==> config.mk <==
export PLATFORM = sky130hd
export DESIGN_NAME = pixel_packer_bram_flat
export DESIGN_NICKNAME = d
export VERILOG_FILES = /design/src/rtl/pixel_packer_bram_pkg.sv /design/src/rtl/pixel_packer_bram_if.sv /design/src/rtl/pixel_packer_bram.sv /design/src/flat_wrapper.sv
export SDC_FILE = /design/constraint.sdc
export NUM_CORES = 1
export LEC_CHECK = 0
export ABC_CLOCK_PERIOD_IN_PS = 2600
export CORE_UTILIZATION = 40
export DETAILED_ROUTE_END_ITERATION = 10
export GPL_TIMING_DRIVEN = 0
export HOLD_SLACK_MARGIN = 0.12
export PLACE_DENSITY_LB_ADDON = 0.2
export SLEW_MARGIN = 15
export SYNTH_ARGS = -nofsm -noshare
export SYNTH_HDL_FRONTEND = slang
export SYNTH_SLANG_ARGS = --single-unit
==> constraint.sdc <==
create_clock -name clk -period 2.6 [get_ports clk]
set_input_delay 0.65 -clock clk [delete_from_list [all_inputs] [get_ports clk]]
set_output_delay 0.65 -clock clk [all_outputs]
set_load 0.005 [all_outputs]
==> src/rtl/pixel_packer_bram_pkg.sv <==
// Shared constants and state encoding for the pixel-to-word packer.
// Lane order: first pixel of a group lands in bits [7:0].
package pixel_pack_pkg;

   localparam int PIX_W  = 8;
   localparam int LANES  = 4;
   localparam int WORD_W = PIX_W * LANES;

   typedef enum logic [1:0] {
      ST_IDLE = 2'd0,
      ST_PACK = 2'd1,
      ST_DONE = 2'd2
   } state_t;

endpackage

==> src/rtl/pixel_packer_bram_if.sv <==
// Pixel stream in, BRAM port-A write out.
// master = pixel source / BRAM side, slave = packer.
interface pixel_packer_bram_if #(
   parameter int ADDR_W = 14
);
   import pixel_pack_pkg::*;

   logic [PIX_W-1:0]  pix_in;
   logic              pix_valid;
   logic              pix_last;
   logic              pix_ready;
   logic              wea;
   logic [ADDR_W-1:0] addra;
   logic [WORD_W-1:0] dina;

   modport master (
      output pix_in, pix_valid, pix_last,
      input  pix_ready, wea, addra, dina
   );

   modport slave (
      input  pix_in, pix_valid, pix_last,
      output pix_ready, wea, addra, dina
   );

endinterface

==> src/rtl/pixel_packer_bram.sv <==
// Packs 8-bit pixels into 32-bit words and writes them to BRAM port A.
// One write per 4 pixels, or a zero-padded partial word on pix_last.
module pixel_packer_bram
   import pixel_pack_pkg::*;
#(
   parameter int ADDR_W    = 14,
   parameter int NUM_WORDS = 16384
) (
   input  logic              clk,
   input  logic              rst,
   input  logic              start,
   pixel_packer_bram_if.slave px,
   output logic              busy,
   output logic              done,
   output logic              overflow,
   output logic [ADDR_W:0]   word_count
);

   localparam logic [ADDR_W-1:0] LAST_ADDR = ADDR_W'(NUM_WORDS - 1);

   state_t            state;
   logic [1:0]        lane;
   logic [WORD_W-1:0] sr;
   logic [ADDR_W-1:0] addr;
   logic [WORD_W-1:0] word;
   logic              flush;

   always_comb begin
      word = sr;
      word[lane*PIX_W +: PIX_W] = px.pix_in;
      flush = (lane == 2'd3) || px.pix_last;
   end

   always_ff @(posedge clk) begin
      if (rst) begin
         state      <= ST_IDLE;
         lane       <= '0;
         sr         <= '0;
         addr       <= '0;
         px.wea     <= 1'b0;
         px.addra   <= '0;
         px.dina    <= '0;
         px.pix_ready <= 1'b0;
         busy       <= 1'b0;
         done       <= 1'b0;
         overflow   <= 1'b0;
         word_count <= '0;
      end else begin
         px.wea <= 1'b0;
         unique case (state)
            ST_IDLE, ST_DONE: begin
               if (start) begin
                  state        <= ST_PACK;
                  lane         <= '0;
                  sr           <= '0;
                  addr         <= '0;
                  word_count   <= '0;
                  overflow     <= 1'b0;
                  done         <= 1'b0;
                  busy         <= 1'b1;
                  px.pix_ready <= 1'b1;
               end else if (px.pix_valid && state == ST_DONE) begin
                  overflow <= 1'b1;
               end
            end
            ST_PACK: begin
               if (px.pix_valid) begin
                  if (flush) begin
                     px.wea     <= 1'b1;
                     px.dina    <= word;
                     px.addra   <= addr;
                     word_count <= word_count + (ADDR_W+1)'(1);
                     lane       <= '0;
                     sr         <= '0;
                     // the last word of the buffer closes the frame, no wrap
                     if (px.pix_last || addr == LAST_ADDR) begin
                        state        <= ST_DONE;
                        busy         <= 1'b0;
                        px.pix_ready <= 1'b0;
                        done         <= 1'b1;
                     end else begin
                        addr <= addr + ADDR_W'(1);
                     end
                  end else begin
                     sr   <= word;
                     lane <= lane + 2'd1;
                  end
               end
            end
            default: begin
               state        <= ST_IDLE;
               busy         <= 1'b0;
               px.pix_ready <= 1'b0;
            end
         endcase
      end
   end

endmodule

==> src/flat_wrapper.sv <==
// flat-port wrapper written by rule: the top's interface ports become plain ports
module pixel_packer_bram_flat import pixel_pack_pkg::*;
#(
   parameter int ADDR_W    = 14,
   parameter int NUM_WORDS = 16384
)
  (clk, rst, start, busy, done, overflow, word_count, px_pix_in, px_pix_valid, px_pix_last, px_pix_ready, px_wea, px_addra, px_dina);
  pixel_packer_bram_if #(.ADDR_W(ADDR_W)) px_i ();
  input  logic clk;
  input  logic rst;
  input  logic start;
  output logic busy;
  output logic done;
  output logic overflow;
  output logic [ADDR_W:0] word_count;
  input wire logic [$bits(px_i.pix_in)-1:0] px_pix_in;
  input wire logic [$bits(px_i.pix_valid)-1:0] px_pix_valid;
  input wire logic [$bits(px_i.pix_last)-1:0] px_pix_last;
  output wire logic [$bits(px_i.pix_ready)-1:0] px_pix_ready;
  output wire logic [$bits(px_i.wea)-1:0] px_wea;
  output wire logic [$bits(px_i.addra)-1:0] px_addra;
  output wire logic [$bits(px_i.dina)-1:0] px_dina;
  assign px_i.pix_in = px_pix_in;
  assign px_i.pix_valid = px_pix_valid;
  assign px_i.pix_last = px_pix_last;
  assign px_pix_ready = px_i.pix_ready;
  assign px_wea = px_i.wea;
  assign px_addra = px_i.addra;
  assign px_dina = px_i.dina;
  pixel_packer_bram #(.ADDR_W(ADDR_W), .NUM_WORDS(NUM_WORDS)) u_core (.clk(clk), .rst(rst), .start(start), .px(px_i), .busy(busy), .done(done), .overflow(overflow), .word_count(word_count));
endmodule
==> out/metrics.yaml <==
job:
  max_cap_viol_count: 0
sta:
  timing.fmax_mhz: 417
  worst-slew-pin-transition_ps: 616
  timing_hold_violations_final: 0
  setup-violations-final: 0
  final.period_utilization: 0.922
  final.setup.tns_ps: 0
  maxSlewHeadroom: 0.588
  timing_max_transition_violations_final: 0
  worst_clock_skew_ps: 5.74
  grt_setup_unrepaired: "false"
  timing.final.crit_period_ps: 2400
cells_and_area:
  stdcell_count: 881
  num-nets-final: 723
  layout.cell_area.non_filler_um2: 6510
  n_diodes: 0
  area_growth_pct: 30.3
  post-route-util: 0.538
  fillerInstances: 1196
  fraction_of_layout_cells_with_a_size_suffix_above_1: 0.0603
logic_synthesis:
  synthTopCellsByCount: "dfxtp_1, nand2_1, a21oi_1, nor2_1, clkbuf_1"
  synth-main-ff-cell: "dfxtp_1"
  post_synth.cell_area_avg_um2: 8.25
  synth-compound-area-share: 0.230
  yosys.area.top_type: "dfxtp_1"
  yosys.area.top_type_share: 0.457
  syn_inst: 606
  yosys.cell_count.top_type: "dfxtp_1"
  synth_simple_gate_area_frac: 0.225
  yosysWarnings: 0
  synth_area_um2: 5000
  yosys-top-cells-area: "dfxtp_1, nand2_1, a21oi_1"
  synth_seq_cells: 114
  post_synth_mux_area_share: 0.00601
  post_synth_xor_area_fraction: 0.00175
  async_s_r_ff_share_synth: 0
  synth_top_family_by_area: "compound AO/OA/AOI/OAI gates"
  synth_fp_nets: 627
  synth_cell_types: 47
  synth-adder-area-share: 0.0200
  synth_seq_area_share: 0.457
  synth-edff-count: 0
pwr:
  total_leakage_power_uw: 0.00224
  worst_ir_drop_vdd_uv: 400
  post-layout-total-power_uw: 4130
  power_density_over_the_cells_nw_per_um2: 634
detailed_routing:
  drt-vias-per-instance: 5.51
  violation_count_after_the_first_detailed_routing_iteration: 341
  drt_drc_violations_left: 0
  tritonroute_pass_1_iters: 6
  antenna_left: 0
  route.detailed.wl_per_inst_um: 15.5
  routed-via-count: 4858
  totalWireLength_um: 13600
grt:
  overflow_left_after_global_routing: 0
  via_count_of_the_first_global_routing_pass: 4661
  grt_start_max_net_pins: 17
  antenna_found_initial: 0
  grt_first_pass_wirelength_um: 22900
  grt_util_all_layers: 0.226
status:
  run_status: "finished, final reports clean"
setup_path:
  cp.arrival_ps: 2740
  timing.setup.critical_path_class: "register to register"
  worstPathRequired_ps: 2940
  worst-r2r-setup-slack_ps: 200
  crit_path_start_kind: "register"
  timing.critical_path.fanout_max: 10
  crit_path_end_kind: "register"
die:
  boundaryPins: 79
  dieWidth_um: 114
  fp.dieArea_um2: 12900
  rows: 40
  initial_core_util: 0.413
  fp.dieH_um: 114
  core_area_um2: 12100
clock_tree:
  cts_inserted_buffers: 17
  ctsLongestPathBuffers: 2
  clkTransAtPathRegs_ps: 50
  clk_root_buffer_cell: "clkbuf_16"
  buffer_count_from_post_cts_setup_fixing: 0
  tritoncts: "built"
  cts.sinks: 114
  insertion_delay_ps: 420
  htree_num_levels: 4
placement:
  placement.io_buffers: 77
  detailedPlacementHpwl_um: 9760
  place.gp.congestion: 0.845
  dpl-instance-area_um2: 5980
  post-place-cells: 851
worst_hold_path:
  min_path_type: "register to register"
cell type report:
type | instances | area, um2 | area share
Buffer | 44 | 185 | 0.0284
Clock buffer | 24 | 472 | 0.0724
Clock inverter | 6 | 57.6 | 0.00884
Inverter | 32 | 120 | 0.0184
Multi-Input combinational cell | 416 | 2410 | 0.371
Sequential cell | 114 | 2280 | 0.351
Tap cell | 168 | 210 | 0.0323
Timing Repair Buffer | 77 | 771 | 0.118
final timing paths:
| kind | cells past startpoint | to | from |
|---|---|---|---|
| worst min register to register | 2 | u_core.px.addra[5] | u_core.px.addra[5] |
| worst max-delay path | 8 | u_core.px.dina[31] | u_core.lane[0] |
| worst max register to register | 8 | u_core.px.dina[31] | u_core.lane[0] |
| worst min-delay path | 2 | u_core.px.addra[5] | u_core.px.addra[5] |
critical path, cell delays in order (launching register included):
cell and delay [ps]:
dfxtp_1 450, clkbuf_2 270, inv_1 130, ha_1 410, nor4bb_1 290, clkbuf_1 300, a22o_1 220, nand2_1 80
a21oi_1 160
logic make-up after synthesis:
kind of cell	Yosys count
AND/OR/NAND/NOR	233
AO/OA/AOI/OAI	171
flip-flops	114
buffers and inverters	76
adder cells (fa/ha/maj)	8
multiplexers	3
XOR/XNOR	1
placed cells by master (no fill, tap or decap), types with 3 or more instances in the layout:
cell / netlist / routed
a21oi_1: 57 / 57
a22o_1: 24 / 24
a22oi_1: 32 / 32
a31oi_1: 21 / 21
and3b_1: 3 / 3
buf_2: 6 / 6
clkbuf_1: 34 / 38
clkbuf_16: 0 / 17
clkdlybuf4s50_1: 0 / 77
clkinv_2: 0 / 4
dfxtp_1: 114 / 114
ha_1: 8 / 8
inv_1: 32 / 32
mux2i_1: 3 / 3
nand2_1: 107 / 107
nand2b_1: 4 / 4
nand3_1: 15 / 15
nand3b_1: 4 / 4
nand4_1: 6 / 6
nor2_1: 50 / 49
nor3_1: 7 / 7
nor4_1: 4 / 4
o21ai_0: 10 / 10
o311ai_0: 5 / 5
o31ai_1: 4 / 4
o32ai_1: 8 / 8
o41ai_1: 7 / 7
or3_1: 9 / 9
or4_1: 5 / 5
per-stage QoR:
step	setup WS [ps]	hold WS [ps]
floorplan	524	439
global placement	-258	436
detailed placement	-244	437
CTS	9.30	454
global route	9.59	476
finish	202	449
registers in the layout, summed over array words and instances, names as in the netlist:
register	flops
u_core.state	2
u_core.addr	14
u_core.overflow	1
u_core.px.dina	32
u_core.sr	32
u_core.px.addra	14
u_core.done	1
u_core.word_count	15
u_core.lane	2
u_core.px.wea	1
power by group:
part           switching, uW  internal [uW]  total (uW)
Combinational            167           80.5         247
Clock                    769           1340        2110
Sequential              8.56           1760        1770
Total                    944           3180        4130
what timing repair did:
action / CTS / global route
gates resized for setup: 0 / 3
setup endpoints to repair: 0 / 60
hold buffers: 0 / 0
routing by layer:
layer	part of all wire	GRT usage
met4	0.016	0.0918
met5	0	0
met1	0.45	0.281
met2	0.48	0.366
met3	0.053	0.0654
Note: power is estimated with default switching activity, not from simulation.
